## src/rtl/gpio_regbank_irq.sv

```systemverilog
// rtl/gpio_regbank_irq.sv - GPIO direction/open-drain/mux register bank with synchronised inputs and edge interrupt
module gpio_regbank_irq #(
  parameter int NumGPIO      = 2,
  parameter int GPIOWidth    = 36,
  parameter int BusWidth     = 32,
  parameter int AddrWidth    = 16,
  parameter int PortNumWidth = 8,
  parameter int SyncStages   = 2
) (
  input  logic                                    reg_clk,
  input  logic                                    reset_reg_N,
  input  logic                                    chip_sel,
  input  logic                                    write_reg,
  input  logic                                    read_reg,
  input  logic [AddrWidth-3:0]                    busaddress,
  input  logic [BusWidth-1:0]                     busdata_in,
  input  logic [BusWidth-1:0]                     busdata_fromhm2,
  input  logic [NumGPIO*GPIOWidth-1:0]            pin_in,
  output logic [BusWidth-1:0]                     busdata_out,
  output logic [NumGPIO*GPIOWidth-1:0]            oe_out,
  output logic [NumGPIO*GPIOWidth-1:0]            od_out,
  output logic [NumGPIO*GPIOWidth*PortNumWidth-1:0] portsel_out,
  output logic                                    irq
);

  localparam int N  = NumGPIO * GPIOWidth;
  localparam int NW = (N + BusWidth - 1) / BusWidth;

  localparam logic [2:0] PG_DDR  = 3'd1;
  localparam logic [2:0] PG_MUX  = 3'd2;
  localparam logic [2:0] PG_OD   = 3'd3;
  localparam logic [2:0] PG_IN   = 3'd4;
  localparam logic [2:0] PG_RISE = 3'd5;
  localparam logic [2:0] PG_FALL = 3'd6;
  localparam logic [2:0] PG_STAT = 3'd7;

  logic [AddrWidth-1:0] byte_addr;
  logic                 in_window;
  logic [2:0]           page;
  logic [5:0]           widx;

  assign byte_addr = {busaddress, 2'b00};
  assign in_window = (byte_addr >= AddrWidth'(16'h1100)) && (byte_addr <= AddrWidth'(16'h17FF));
  assign page      = byte_addr[10:8];
  assign widx      = busaddress[5:0];

  // Writes are staged one cycle so a read on the same edge still sees the old contents.
  logic                wr_pend;
  logic [2:0]          wr_page;
  logic [5:0]          wr_idx;
  logic [BusWidth-1:0] wr_data;
  logic [N-1:0]        wr_mask;
  logic [N-1:0]        wr_bits;

  always_ff @(posedge reg_clk or negedge reset_reg_N) begin
    if (!reset_reg_N) begin
      wr_pend <= 1'b0;
      wr_page <= '0;
      wr_idx  <= '0;
      wr_data <= '0;
    end else begin
      wr_pend <= chip_sel & write_reg & in_window;
      wr_page <= page;
      wr_idx  <= widx;
      wr_data <= busdata_in;
    end
  end

  always_comb begin
    wr_mask = '0;
    wr_bits = '0;
    for (int p = 0; p < N; p++) begin
      if (int'(wr_idx) == p / BusWidth) begin
        wr_mask[p] = 1'b1;
        wr_bits[p] = wr_data[p % BusWidth];
      end
    end
  end

  logic [N-1:0]            ddr_q, od_q, rise_en_q, fall_en_q, status_q;
  logic [PortNumWidth-1:0] mux_q [N];

  always_ff @(posedge reg_clk or negedge reset_reg_N) begin
    if (!reset_reg_N) begin
      ddr_q     <= '0;
      od_q      <= '0;
      rise_en_q <= '0;
      fall_en_q <= '0;
      for (int p = 0; p < N; p++) mux_q[p] <= PortNumWidth'(p);
    end else if (wr_pend) begin
      if (wr_page == PG_DDR)  ddr_q     <= (ddr_q     & ~wr_mask) | wr_bits;
      if (wr_page == PG_OD)   od_q      <= (od_q      & ~wr_mask) | wr_bits;
      if (wr_page == PG_RISE) rise_en_q <= (rise_en_q & ~wr_mask) | wr_bits;
      if (wr_page == PG_FALL) fall_en_q <= (fall_en_q & ~wr_mask) | wr_bits;
      if (wr_page == PG_MUX) begin
        for (int p = 0; p < N; p++) begin
          if (int'(wr_idx) == p / 4) mux_q[p] <= wr_data[8*(p%4) +: PortNumWidth];
        end
      end
    end
  end

  logic [N-1:0] sync_q [SyncStages];
  logic [N-1:0] prev_q;
  logic [N-1:0] sync_w, rise_w, fall_w, clear_w;

  assign sync_w  = sync_q[SyncStages-1];
  assign rise_w  = sync_w & ~prev_q & rise_en_q;
  assign fall_w  = ~sync_w & prev_q & fall_en_q;
  assign clear_w = (wr_pend && (wr_page == PG_STAT)) ? wr_bits : '0;

  // A new event wins over a simultaneous write-1-to-clear.
  always_ff @(posedge reg_clk or negedge reset_reg_N) begin
    if (!reset_reg_N) begin
      for (int i = 0; i < SyncStages; i++) sync_q[i] <= '0;
      prev_q   <= '0;
      status_q <= '0;
      irq      <= 1'b0;
    end else begin
      sync_q[0] <= pin_in;
      for (int i = 1; i < SyncStages; i++) sync_q[i] <= sync_q[i-1];
      prev_q   <= sync_w;
      status_q <= (status_q & ~clear_w) | rise_w | fall_w;
      irq      <= |status_q;
    end
  end

  function automatic logic [BusWidth-1:0] pick(input logic [N-1:0] v, input logic [5:0] idx);
    logic [NW*BusWidth-1:0] pad;
    pad        = '0;
    pad[N-1:0] = v;
    pick       = '0;
    for (int k = 0; k < NW; k++) begin
      if (int'(idx) == k) pick = pad[k*BusWidth +: BusWidth];
    end
  endfunction

  // Read pipeline: address at the accept edge, register data one edge later, output the edge after.
  logic                rd_v1, rd_win1, rd_v2;
  logic [2:0]          rd_page1;
  logic [5:0]          rd_idx1;
  logic [BusWidth-1:0] rd_hm2_1, rd_d2, rd_word;

  always_comb begin
    rd_word = '0;
    case (rd_page1)
      PG_DDR:  rd_word = pick(ddr_q, rd_idx1);
      PG_OD:   rd_word = pick(od_q, rd_idx1);
      PG_IN:   rd_word = pick(sync_w, rd_idx1);
      PG_RISE: rd_word = pick(rise_en_q, rd_idx1);
      PG_FALL: rd_word = pick(fall_en_q, rd_idx1);
      PG_STAT: rd_word = pick(status_q, rd_idx1);
      PG_MUX: begin
        for (int p = 0; p < N; p++) begin
          if (int'(rd_idx1) == p / 4) rd_word[8*(p%4) +: PortNumWidth] = mux_q[p];
        end
      end
      default: rd_word = '0;
    endcase
  end

  always_ff @(posedge reg_clk or negedge reset_reg_N) begin
    if (!reset_reg_N) begin
      rd_v1       <= 1'b0;
      rd_win1     <= 1'b0;
      rd_page1    <= '0;
      rd_idx1     <= '0;
      rd_hm2_1    <= '0;
      rd_v2       <= 1'b0;
      rd_d2       <= '0;
      busdata_out <= '0;
    end else begin
      rd_v1    <= chip_sel & read_reg;
      rd_win1  <= in_window;
      rd_page1 <= page;
      rd_idx1  <= widx;
      rd_hm2_1 <= busdata_fromhm2;
      rd_v2    <= rd_v1;
      rd_d2    <= rd_win1 ? rd_word : rd_hm2_1;
      if (rd_v2) busdata_out <= rd_d2;
    end
  end

  assign oe_out = ddr_q;
  assign od_out = od_q;

  for (genvar p = 0; p < N; p++) begin : g_portsel
    assign portsel_out[p*PortNumWidth +: PortNumWidth] = mux_q[p];
  end

endmodule

```

## config.mk

```make
export PLATFORM = sky130hd
export DESIGN_NAME = gpio_regbank_irq
export DESIGN_NICKNAME = d
export VERILOG_FILES = /design/src/rtl/gpio_regbank_irq.sv
export SDC_FILE = /design/constraint.sdc
export NUM_CORES = 2
export LEC_CHECK = 0
export ABC_AREA = 1
export CAP_MARGIN = 20
export CORE_AREA = 4 4 350 352
export CTS_BUF_LIST = sky130_fd_sc_hd__clkbuf_16
export DETAILED_ROUTE_END_ITERATION = 7
export DIE_AREA = 0 0 354 356
export HOLD_SLACK_MARGIN = 0.03
export PLACE_DENSITY = 0.79
export SLEW_MARGIN = 40
export SYNTH_ARGS = -nofsm -noshare
export SYNTH_HDL_FRONTEND = slang
export SYNTH_SLANG_ARGS = --single-unit
```

## constraint.sdc

```tcl
create_clock -name reg_clk -period 2.75 [get_ports reg_clk]
set_input_delay 0.4125 -clock reg_clk [delete_from_list [all_inputs] [get_ports reg_clk]]
set_output_delay 0.4125 -clock reg_clk [all_outputs]
set_load 0.01 [all_outputs]
```

---- Word level (Yosys, flattened, before mapping) ----
Index checks and enable logic that the tools add are counted.
word-level totals
  bits in registers ....................... 1294
  output and inout bits ................... 753
  word-level logic and storage cells ...... 333
  bits of input ports ..................... 155
operators by class
  equal/unequal tests ..................... 24
  reductions and logical operators ........ 26
  muxes and demuxes ....................... 168
  $lt $le $gt $ge ......................... 2
  bitwise logic cells ..................... 22
operator list
  kind                                                    count
  bitwise AND 72 bit                                      9
  2-to-1 mux 32 bit                                       19
  2-to-1 mux 8 bit                                        72
  bitwise OR 72 bit                                       6
  NOT 72 bit                                              4
  case mux 32 bit (7 select lines)                        1
  2-to-1 mux 1 bit                                        75
  2-to-1 mux 72 bit                                       1
  OR reduction 72 bit                                     1
  AND reduction 3 bit                                     18
  == test 6 x 5 -> 1 bit (second input constant)          8
  == test 6 x 4 -> 1 bit (second input constant)          4
  >= comparator 16 x 13 -> 1 bit (second input constant)  1
  <= comparator 16 x 13 -> 1 bit (second input constant)  1
  == test 3 bit (second input constant)                   4
  == test 6 x 3 -> 1 bit (second input constant)          2
  == test 6 bit (second input constant)                   2
  AND reduction 2 bit                                     4
  == test 3 x 2 -> 1 bit (second input constant)          2
  == test 6 x 2 -> 1 bit (second input constant)          1
  zero test 6 bit                                         1
  bitwise AND 1 bit                                       3
  == test 3 x 1 -> 1 bit (second input constant)          1
  logical AND 1 bit                                       2

---- Depth between registers and ports, before layout ----
  word-level depth ........................ 21
  depth in mapped cells ................... 20
  depth with buffers taken out ............ 20

---- Worst setup path after synthesis ----
No wires, ideal clock.
  path type ............................... register -> register
  start point ............................. register rd_idx1[3] (netlist name)
  end point ............................... register status_q[0]
  setup time .............................. 0.138 ns
  buffers on the path ..................... 4
  required time ........................... 2.612 ns
  slack ................................... 0.702 ns
  period minus slack after synthesis ...... 2.048 ns
  arrival time ............................ 1.910 ns
  stages on the path, launching flop included .. 11
  cell sequence ........................... dfrtp_1 > nor2_4 > inv_2 > nor2_4 > buf_2 > buf_4 > buf_6 > nand2_1 > clkbuf_1 > o21ai_0 > o221ai_1
RTL lines
  element                 RTL line  text
  end signal: assignment  123       status_q <= (status_q & ~clear_w) | rise_w | fall_w;
  end: declaration        80        logic [N-1:0] ddr_q, od_q, rise_en_q, fall_en_q, status_q;

---- Worst setup path in the final report ----
  start point ............................. register rd_idx1[5]
  end point ............................... register rd_d2[21]
between the ends
  cells in the longest elaborated chain, start to end .. 21
  elaborated cells on any way between the ends .. 56
  classes of those cells .................. 17 x eq/ne; 38 x mux; 1 x reduce/logical
ends and longest elaborated chain
  element                             RTL line  text
  start: declaration                  141       logic [5:0] rd_idx1;
  start signal: assignment            176       rd_idx1 <= widx;
  zero test 6 bit                     134, 155
  2-to-1 mux 8 bit (18 in a row)      155       if (int'(rd_idx1) == p / 4) rd_word[8*(p%4) +: PortNumWidth] = mux_q[p];
  case mux 32 bit (7 select lines) *  146       case (rd_page1)
  2-to-1 mux 32 bit *                 179       rd_d2 <= rd_win1 ? rd_word : rd_hm2_1;
  end signal: assignment              179
  end: declaration                    142       logic [BusWidth-1:0] rd_hm2_1, rd_d2, rd_word;
Every way passes the cells marked *; elsewhere a longest branch is shown, timed or not.
A chain may end at the register's enable or synchronous reset.

==> impl_metrics.csv <==
group,metric,value,unit
layout,area_delta_synth_final,35.3,%
layout,nets,6817,
yosys,synth.most_common_cell,"nand2_1",
setup_path,slowest_delay,410,ps
grt,grt-ovfl-total,0,
timing,fmax,331,MHz
drt,ant_nets,0,
yosys,synth_edf_count,0,
layout,final_cell_count_no_fill,8401,
flow_run,drv_cap,0,
yosys,synth.avg_cell_area,9.30,um^2
pwr,worst_ir_drop_vdd,0.602,mV
floorplanning,ios,908,
timing,fin_crit_sh,110,%
setup_path,cp_max_fo,7,
timing,whs,70.7,ps
timing,fin_skew,50.7,ps
yosys,synth_top_flop_cell,"dfrtp_1",
yosys,ys_types,43,
drt,first_iter_violations,7008,
grt,grt_pass1_wl,348000,um
yosys,synth.yosys.seq_area_share,62.1,%
timing,finalCriticalPeriod,3020,ps
yosys,synthTopCellsByArea,"dfrtp_1, nand2_1, dfstp_2",
yosys,async_reset_ff_share,100,%
yosys,yosys_warnings,0,
cts,cts.sink_count,1294,
timing,finalSetupTns,-2500,ps
pwr,power_density,577,nW/um^2
placement,post_dp_cell_area,65500,um^2
yosys,ys_ff_latch,1294,
cts,cts_buffer_depth,3,
timing,fin_ws,-269,ps
setup_path,path_delay_family,"simple AND/OR/NAND/NOR gates",
cts,clk_latency,780,ps
timing,finalSetupViolCount,23,
cts,cts_tree,"yes",
cts,clk_pin_slew,70,ps
cts,numCtsBuffers,140,
cts,ctsRootBufferMaster,"clkbuf_16",
setup_path,path_class,"reg -> reg",
setup_path,worst_ep_required_time,3400,ps
placement,pre_cts_ws,-494,ps
timing,hold_viol,0,
status,failed_checks,"setup timing",
pwr,power,41.1,mW
yosys,syn_inst,5658,
timing,max_slew_margin,37.4,%
grt,grt_pass1_vias,47500,
layout,fin_util,59.6,%
pwr,power.static_leakage,30.1,nW
drt,via_per_inst,5.93,
layout,num-fill-cells,9856,
grt,grt_max_degree,104,
yosys,yosys.area.top_type,"dfrtp_1",
layout,drive_gt1_share,14.6,%
floorplanning,die_w,354,um
floorplanning,die_h,356,um
grt,antenna_found_initial,17,
floorplanning,fp-row-count,127,
timing,finalMaxSlewViolations,0,
setup_path,cp_slowest_cell,"dfrtp_1",
yosys,syn_area,52600,um^2
timing,rsz0062_at_grt,"true",
drt,vias,49800,
drt,wire_per_inst,29.4,um
grt,grt_use_total,38.3,%
placement,dp_cells,8105,
placement,globalplace.congestion,1.00,
setup_path,critPathCaptureType,"register",
placement,port_buffers,907,
yosys,synth_commonest_cells,"nand2_1, dfrtp_1, o21ai_0",
placement,place_hpwl,179000,um
setup_path,cp-start-kind,"register",
hold_path,worstHoldPathType,"in -> reg",
floorplanning,coreArea,119000,um^2
drt,routed_wl,247000,um
floorplanning,start_util,44.1,%
layout,design_area,71100,um^2
setup_path,cp.buffers_inverters,2,
timing,worst_pin_slew,938,ps
cts,htreeDepth,4,
drt,drtPass1Iterations,6,
floorplanning,fp.dieArea,126000,um^2
yosys,synth_fp_nets,5813,
setup_path,crit_chain,"nor2_4, buf_6, nand3b_4, buf_6, or2_0, nand2_2, nand4_1, nor2_1, nand4_1, nor2_1, nand4_1, nand2_1, nand2_1, nand2_1, nand2_2, nand2_4, nand2_2",
yosys,netlist.area_leader.share,51.5,%
drt,drc,0,
setup_path,cp.arrival,3670,ps
status,outcome,"finished with violations",
==> final cells by class <==
class / count / area (um^2) / share of cell area (%)
flip-flops and latches: 1294 / 32600 / 45.9
multi-input cells: 3636 / 17900 / 25.1
repair buffers: 1233 / 12500 / 17.6
clock buffers: 144 / 3600 / 5.07
well taps: 1612 / 2020 / 2.84
inverters: 357 / 1350 / 1.90
clock inverters: 115 / 1060 / 1.49
diodes: 10 / 25.0 / 0.0352
==> what timing repair did <==
action,CTS,global route
gates cloned,1,3
endpoints found under the setup margin,34,40
endpoints found under the hold margin,57,0
gates resized for setup,97,89
setup buffers,9,13
hold buffers,1,0
pin swaps,40,77
==> metal layers <==
layer / track usage (%) / vias to the layer above / routed length (um)
li1: - / 20800 / -
met1: 48.4 / 24400 / 88500
met2: 57.3 / 3759 / 107000
met3: 10.7 / 807 / 29200
met4: 26.3 / 6 / 21700
met5: 0 / - / 44
==> power breakdown <==
| part | switching, mW | leakage, nW | total [mW] | internal (mW) |
|---|---|---|---|---|
| sequential | 0.301 | 16.5 | 19.7 | 19.4 |
| clock | 8.11 | 2.39 | 19.3 | 11.2 |
| combinational | 1.41 | 11.2 | 2.12 | 0.712 |
| total | 9.82 | 30.1 | 41.1 | 31.3 |
==> worst paths after layout <==
check                                      start                           end  slack [ps]  cells after the start
hold / removal                         pin_in[2]          sync_q[74]$_DFF_PN0_          70                      1
min in group asynchronous            reset_reg_N        rd_hm2_1[22]$_DFF_PN0_         230                      2
setup reg to reg            rd_idx1[5]$_DFF_PN0_           rd_d2[21]$_DFF_PN0_        -270                     17
setup / recovery            rd_idx1[5]$_DFF_PN0_           rd_d2[21]$_DFF_PN0_        -270                     17
hold reg to reg            sync_q[111]$_DFF_PN0_          sync_w[39]$_DFF_PN0_         340                      0
max in group asynchronous            reset_reg_N  portsel_out[239]$_DFFE_PN0P_        1430                      3
==> placed cells by master, fill, tap and decap left out, types with 31 or more instances in the layout <==
cell	count
a22oi_1	33
clkdlybuf4s50_1	906
nor2_4	31
buf_4	234
o21ai_1	33
dfrtp_1	1080
mux2_2	32
o22ai_1	51
nand2_2	71
nand2_1	1583
o211ai_1	39
nor2_1	132
nand3_2	31
a221oi_1	52
inv_1	366
or2_0	33
clkbuf_16	147
dfstp_2	212
a21oi_1	111
clkinv_1	37
nand4_1	91
o21ai_0	1016
buf_12	66
nand3_1	104
==> kinds of logic (layout without fill, tap and decap cells) <==
logic type             Yosys count  in the layout  share of synthesized area, %
flip-flops                    1294           1294                          62.1
multiplexers                    32             32                         0.685
AO/OA/AOI/OAI                 1434           1434                          15.1
other                            0             10                             0
AND/OR/NAND/NOR               2170           2170                          16.9
buffers and inverters          728           1849                          5.31
(Power assumes the default switching activity.)
